[src/rtl/leg_seq_decoder_pkg.sv]
// Shared types and helpers for leg_seq_decoder (package leg_dec_pkg).
// The state enum, the one-hot helper and the parameter-legality check live here so the decoder and bench agree on them.
package leg_dec_pkg;

  localparam int MAX_OUT = 64;

  typedef enum logic [1:0] {
    S_IDLE  = 2'd0,
    S_SWEEP = 2'd1,
    S_DONE  = 2'd2
  } dec_state_t;

  // Out-of-range indices produce an all-zero vector rather than wrapping.
  function automatic logic [MAX_OUT-1:0] onehot(input int unsigned idx, input int unsigned n);
    if (idx < n && idx < MAX_OUT) return 64'(1) << idx;
    return '0;
  endfunction

  function automatic bit params_ok(input int sel_w, input int num_out, input int dwell);
    return (sel_w >= 1) && (sel_w <= 6) && (num_out >= 2) &&
           (num_out <= (1 << sel_w)) && (dwell >= 1) && (dwell <= 255);
  endfunction

endpackage

[src/rtl/leg_seq_decoder_if.sv]
// Control and strobe bundle between instruction decode and the decoder.
// The range_err signal exists only when LEG_DEC_RANGE_ERR_EN is defined.
interface leg_seq_decoder_if #(
  parameter int SEL_W   = 4,
  parameter int NUM_OUT = 16
);
  import leg_dec_pkg::*;

  // Requests are single-cycle samples with no ready: dec_en/sweep_start are
  // acted on only in IDLE with dis low, otherwise dropped. out_valid is high
  // exactly when the registered out is nonzero; nothing back-pressures it.
  logic [SEL_W-1:0]   sel;
  logic               dec_en;
  logic               dis;
  logic               sweep_start;
  logic [NUM_OUT-1:0] out;
  logic               out_valid;
  logic               sweep_busy;
  logic               sweep_done;
  dec_state_t         dbg_state;
`ifdef LEG_DEC_RANGE_ERR_EN
  logic               range_err;
`endif

  modport master (
    output sel, dec_en, dis, sweep_start,
    input  out, out_valid, sweep_busy, sweep_done, dbg_state
`ifdef LEG_DEC_RANGE_ERR_EN
    , input range_err
`endif
  );

  modport slave (
    input  sel, dec_en, dis, sweep_start,
    output out, out_valid, sweep_busy, sweep_done, dbg_state
`ifdef LEG_DEC_RANGE_ERR_EN
    , output range_err
`endif
  );

endinterface

[src/rtl/leg_dwell_counter.sv]
// Loadable up-counter with freeze (en low) and a terminal-count flag; wraps to zero after TERM.
module leg_dwell_counter #(
  parameter int             W    = 8,
  parameter logic [W-1:0]   TERM = '0
) (
  input  logic         clk,
  input  logic         rst,
  input  logic         load,
  input  logic [W-1:0] load_val,
  input  logic         en,
  output logic [W-1:0] count,
  output logic         tc
);

  assign tc = (count == TERM);

  always_ff @(posedge clk) begin
    if (!rst) begin
      count <= '0;
    end else if (load) begin
      count <= load_val;
    end else if (en) begin
      count <= tc ? '0 : count + W'(1);
    end
  end

endmodule

[src/rtl/leg_seq_decoder.sv]
// Registered one-hot decoder with a boot-time sweep that walks every output in turn.
// Define LEG_DEC_RANGE_ERR_EN to add the range_err pulse for out-of-range selects.
module leg_seq_decoder
  import leg_dec_pkg::*;
#(
  parameter int SEL_W       = 4,
  parameter int NUM_OUT     = 16,
  parameter int HOLD_MODE   = 0,
  parameter int SWEEP_DWELL = 1
) (
  input  logic              clk,
  input  logic              rst,
  leg_seq_decoder_if.slave  bus
);

  localparam int IDX_W = $clog2(NUM_OUT);
  localparam int DW_W  = 8;

  if (!params_ok(SEL_W, NUM_OUT, SWEEP_DWELL)) begin : g_bad_params
    $error("leg_seq_decoder: illegal SEL_W/NUM_OUT/SWEEP_DWELL combination");
  end

  dec_state_t         state, state_next;
  logic [NUM_OUT-1:0] out_q, out_next;
  logic               out_valid_q, busy_q, done_q;
  logic               clear_cnt, advance, last_slot, sel_ok;
  logic [IDX_W-1:0]   idx;
  logic               idx_tc;
  logic [DW_W-1:0]    dwell;
  logic               dwell_tc;
  logic [31:0]        idx_after;

  leg_dwell_counter #(.W(DW_W), .TERM(DW_W'(SWEEP_DWELL - 1))) u_dwell (
    .clk(clk), .rst(rst), .load(clear_cnt), .load_val('0),
    .en(advance), .count(dwell), .tc(dwell_tc)
  );

  leg_dwell_counter #(.W(IDX_W), .TERM(IDX_W'(NUM_OUT - 1))) u_idx (
    .clk(clk), .rst(rst), .load(clear_cnt), .load_val('0),
    .en(advance && dwell_tc), .count(idx), .tc(idx_tc)
  );

  assign sel_ok    = 32'(bus.sel) < 32'(NUM_OUT);
  assign last_slot = idx_tc && dwell_tc;
  assign idx_after = dwell_tc ? 32'(idx) + 32'd1 : 32'(idx);

  // In SWEEP a nonzero out means the current slot was shown this cycle, so it
  // is credited at the edge even if dis rises; a frozen cycle credits nothing.
  always_comb begin
    state_next = state;
    out_next   = '0;
    clear_cnt  = 1'b0;
    advance    = 1'b0;
    unique case (state)
      S_IDLE: begin
        clear_cnt = 1'b1;
        if (bus.dis) begin
          out_next = '0;
        end else if (bus.sweep_start) begin
          state_next = S_SWEEP;
          out_next   = NUM_OUT'(onehot(0, NUM_OUT));
        end else if (bus.dec_en) begin
          if (sel_ok) out_next = NUM_OUT'(onehot(32'(bus.sel), NUM_OUT));
        end else if (HOLD_MODE != 0) begin
          out_next = out_q;
        end
      end
      S_SWEEP: begin
        if (out_valid_q) begin
          advance = 1'b1;
          if (last_slot) state_next = S_DONE;
          else if (!bus.dis) out_next = NUM_OUT'(onehot(idx_after, NUM_OUT));
        end else if (!bus.dis) begin
          out_next = NUM_OUT'(onehot(32'(idx), NUM_OUT));
        end
      end
      S_DONE: begin
        state_next = S_IDLE;
        clear_cnt  = 1'b1;
      end
      default: state_next = S_IDLE;
    endcase
  end

  always_ff @(posedge clk) begin
    if (!rst) begin
      state       <= S_IDLE;
      out_q       <= '0;
      out_valid_q <= 1'b0;
      busy_q      <= 1'b0;
      done_q      <= 1'b0;
    end else begin
      state       <= state_next;
      out_q       <= out_next;
      out_valid_q <= |out_next;
      busy_q      <= (state_next != S_IDLE);
      done_q      <= (state_next == S_DONE);
    end
  end

  assign bus.out        = out_q;
  assign bus.out_valid  = out_valid_q;
  assign bus.sweep_busy = busy_q;
  assign bus.sweep_done = done_q;
  assign bus.dbg_state  = state;

`ifdef LEG_DEC_RANGE_ERR_EN
  logic range_err_q;

  always_ff @(posedge clk) begin
    if (!rst) range_err_q <= 1'b0;
    else      range_err_q <= (state == S_IDLE) && !bus.dis && !bus.sweep_start &&
                             bus.dec_en && !sel_ok;
  end

  assign bus.range_err = range_err_q;
`endif

endmodule

[src/flat_wrapper.sv]
// flat-port wrapper written by rule: the top's interface ports become plain ports
module leg_seq_decoder_flat import leg_dec_pkg::*;
#(
  parameter int SEL_W       = 4,
  parameter int NUM_OUT     = 16,
  parameter int HOLD_MODE   = 0,
  parameter int SWEEP_DWELL = 1
)
  (clk, rst, bus_sel, bus_dec_en, bus_dis, bus_sweep_start, bus_out, bus_out_valid, bus_sweep_busy, bus_sweep_done, bus_dbg_state);
  leg_seq_decoder_if #(.SEL_W(SEL_W), .NUM_OUT(NUM_OUT)) bus_i ();
  input  logic clk;
  input  logic rst;
  input wire logic [$bits(bus_i.sel)-1:0] bus_sel;
  input wire logic [$bits(bus_i.dec_en)-1:0] bus_dec_en;
  input wire logic [$bits(bus_i.dis)-1:0] bus_dis;
  input wire logic [$bits(bus_i.sweep_start)-1:0] bus_sweep_start;
  output wire logic [$bits(bus_i.out)-1:0] bus_out;
  output wire logic [$bits(bus_i.out_valid)-1:0] bus_out_valid;
  output wire logic [$bits(bus_i.sweep_busy)-1:0] bus_sweep_busy;
  output wire logic [$bits(bus_i.sweep_done)-1:0] bus_sweep_done;
  output wire logic [$bits(bus_i.dbg_state)-1:0] bus_dbg_state;
  assign bus_i.sel = bus_sel;
  assign bus_i.dec_en = bus_dec_en;
  assign bus_i.dis = bus_dis;
  assign bus_i.sweep_start = bus_sweep_start;
  assign bus_out = bus_i.out;
  assign bus_out_valid = bus_i.out_valid;
  assign bus_sweep_busy = bus_i.sweep_busy;
  assign bus_sweep_done = bus_i.sweep_done;
  assign bus_dbg_state = bus_i.dbg_state;
  leg_seq_decoder #(.SEL_W(SEL_W), .NUM_OUT(NUM_OUT), .HOLD_MODE(HOLD_MODE), .SWEEP_DWELL(SWEEP_DWELL)) u_core (.clk(clk), .rst(rst), .bus(bus_i));
endmodule
[config.mk]
export PLATFORM = sky130hd
export DESIGN_NAME = leg_seq_decoder_flat
export DESIGN_NICKNAME = d
export VERILOG_FILES = /design/src/rtl/leg_seq_decoder_pkg.sv /design/src/rtl/leg_seq_decoder_if.sv /design/src/rtl/leg_dwell_counter.sv /design/src/rtl/leg_seq_decoder.sv /design/src/flat_wrapper.sv
export SDC_FILE = /design/constraint.sdc
export NUM_CORES = 1
export LEC_CHECK = 0
export ABC_AREA = 1
export ABC_CLOCK_PERIOD_IN_PS = 5060
export CORE_AREA = 5 5 67 69
export CTS_BUF_LIST = sky130_fd_sc_hd__clkbuf_4 sky130_fd_sc_hd__clkbuf_8
export DETAILED_ROUTE_END_ITERATION = 10
export DIE_AREA = 0 0 72 74
export PLACE_DENSITY = 0.79
export SETUP_SLACK_MARGIN = 0.3
export SYNTH_ARGS = -nofsm -noshare
export SYNTH_HDL_FRONTEND = slang
export SYNTH_SLANG_ARGS = --single-unit
[constraint.sdc]
create_clock -name clk -period 5.06 [get_ports clk]
set_input_delay 1.518 -clock clk [delete_from_list [all_inputs] [get_ports clk]]
set_output_delay 1.518 -clock clk [all_outputs]
set_load 0.01 [all_outputs]
==> impl_metrics.toml <==
[clock_network]
cts.sinks = 33
max-clock-path-buffers = 2
clock_latency_ns = 0.29
hold_buffers = 0
cts_repair_resize_count = 0
clk_pin_slew_ns = 0.07
h-tree-depth = 2
cts_setup_buffers = 0
cts_tree = "yes"
cts_made_buffers = 5
root_buffer = "clkbuf_8"

[timing]
hold_viol_final = 0
rsz0062_at_grt = "false"
finalCriticalPeriod_ns = 3.043
finalSetupViolCount = 0
slew_viol_final = 0
skew_ns = 0.004160
fin_crit_sh_pct = 60.14
tightest_slew_ns = 0.4871
tns_ns = 0
max-slew-margin-rel_pct = 67.33
max_freq_mhz = 328.6

[setup_path]
endpoint_kind = "register"
critPathRequiredTime_ns = 5.22
worstPathMaxFanout = 5
path_cells = "clkdlybuf4s50_1, nor2_1, nand3_1, inv_1, nand2_1, o21ai_0, a21oi_1, nand3_1, nor2_1, nand2_1, nor2_1, nor2_1"
slowest_stage = "clkdlybuf4s50_1"
path_class = "primary input to register"
max_stage_delay_ns = 0.56
critPathTopFamily = "simple AND/OR/NAND/NOR gates"
crit_top_cell = "nor2_1"
critPathBufInv = 2
worstSetupStartpointType = "primary input"
crit_arrival_ns = 3.21

[synth]
synthSimpleGateAreaFrac_pct = 42.48
synth_compound_area_share_pct = 12.28
ys_ff_latch = 33
avgSynthCellArea_um2 = 6.430
synth_top_cell_area_share_pct = 32.41
synth_top_family_by_area = "simple AND/OR/NAND/NOR gates"
synth-xor-area-share_pct = 0
netlist_top_cells_count = "90 x nand2_1, 44 x nor2_1, 33 x dfxtp_1"
synth_enable_flop_cells = 0
yosysWarnings = 0
synthTopCellsByArea = "dfxtp_1 32%, nand2_1 17%, nor2_1 8.1%"
synthesis.instances = 317
synth_mux_area_share_pct = 0
ys_seq_area_share_pct = 32.41
synth.most_common_cell = "nand2_1"
syn-cell-area_mm2 = 0.002038
synthArstFlopShare_pct = 0
synth_nets = 334
ys_types = 29
yosys.area_share.adder_pct = 4.911
synth_top_area_cell = "dfxtp_1"
synth_top_flop_cell = "dfxtp_1"

[die]
num_io_pins = 30
fp.dieW_um = 72
start_util_pct = 52.86
die-area_mm2 = 0.005328
num_rows = 23
design.core.area_mm2 = 0.003856
die_h_um = 74

[global_routing]
antenna_found_initial = 0
grt.busiest_layer = "met2"
grtUsageMet3_pct = 4.459
grt_max_degree = 20
grt_pass1_wl_um = 8397
met2_usage_pct = 35.82
grt_pass1_vias = 1904
use_met1_pct = 24.38
grt_use_total_pct = 20.24
gr-total-overflow = 0

[cells_and_area]
area_growth_pct = 20.38
post-route-util_pct = 63.63
drive_gt1_share_pct = 11.43
layout.nets = 366
insertedDiodeCount = 0
fin_area_mm2 = 0.002454

[power]
power_leakage_uw = 0.001065
p_per_area_mw_per_mm2 = 212.1
ir_drop_mv = 0.1039

[detailed_routing]
routed_wl_um = 5038
drtIter0Drc = 110
routed_via_density = 5.125
drtAntennaViolNets = 0
drc_errors = 0
drt_pass1_iterations = 5
wl_per_cell_um = 12.60
num_vias = 2050

[run_status]
status = "finished clean"

[placed_design]
dpl.hpwl_um = 4027
dpl_cell_area_mm2 = 0.002367
port_buffers = 29
gp_congestion = 0.9390

[run]
maxCapViolCount = 0

[worst_hold_path]
min_path_type = "register to register"
[cell usage in the layout, fill, tap and decap left out]
cell type	count
nand2_1	90
nor2_1	44
dfxtp_1	33
clkdlybuf4s50_1	29
a21oi_1	26
inv_1	23
nand3_1	20
inv_2	10
nor3_1	10
nand2_2	8
ha_1	8
o22ai_1	6
o21ai_0	5
nor2_2	5
clkbuf_8	5
nand4_1	4
nor2_4	3
o32ai_1	3
clkinv_1	2
o21ai_1	2
nor3_4	2
or2_2	2
nor3b_1	2
clkinv_2	2
nor4_2	1
o21a_1	1
inv_4	1
a31oi_1	1
a211oi_1	1
clkinvlp_4	1
[path summary, 6_finish.rpt]
kind,end,from,depth (start not counted),slack (ns)
hold / removal,u_core.u_dwell.count[0],u_core.u_dwell.count[0],2,0.51
hold reg to reg,u_core.u_dwell.count[0],u_core.u_dwell.count[0],2,0.51
setup reg to reg,u_core.bus.out_valid,u_core.u_idx.count[2],11,2.75
setup / recovery,u_core.bus.out_valid,bus_dis,12,2.02
[through the flow]
step	total power [uW]	std cells	hold WS [ns]	setup slack, ns
after floorplan	309.9	317	0.4692	2.490
after global placement	334.0	392	0.4919	1.840
after detailed placement	333.8	392	0.5022	1.746
after CTS	524.7	400	0.5105	2.041
after global routing	548.6	400	0.5370	1.800
final	520.4	400	0.5110	2.017
[sequential cells by signal, indices dropped and copies added (netlist names)]
name and count:
u_core.bus.dbg_state 2, u_core.bus.out 16, u_core.bus.out_valid 1, u_core.bus.sweep_busy 1
u_core.bus.sweep_done 1, u_core.u_dwell.count 8, u_core.u_idx.count 4
[power breakdown]
part           switching [uW]  total, uW  internal, uW
Combinational            38.5       61.7          23.2
Clock                    97.2        192          94.7
Sequential               3.33        267           263
[worst min-delay path, stage by stage, from the launching register on]
cell and delay (ns):
dfxtp_1 0.34, nand2_1 0.07, a21oi_1 0.05
[cell type report]
type	instances	area (um^2)
Clock inverter	3	17.52
Timing Repair Buffer	29	290.3
Fill cell	387	1403
Clock buffer	5	68.82
Sequential cell	33	660.6
Tap cell	50	62.56
Multi-Input combinational cell	244	1216
Inverter	36	137.6
[per-layer routing]
layer / share of wire, % / vias up
li1: - / 1092
met2: 48 / 66
met1: 45 / 885
met4: 1.4 / 0
met3: 5.1 / 7
met5: 0 / -
[kinds of logic after synthesis]
logic type,Yosys count
and+or+nand+nor,191
AOI/OAI and AO/OA,45
buffers and inverters,40
DFF,33
adders and majority gates,8
Note: power is estimated with default switching activity, not from simulation.
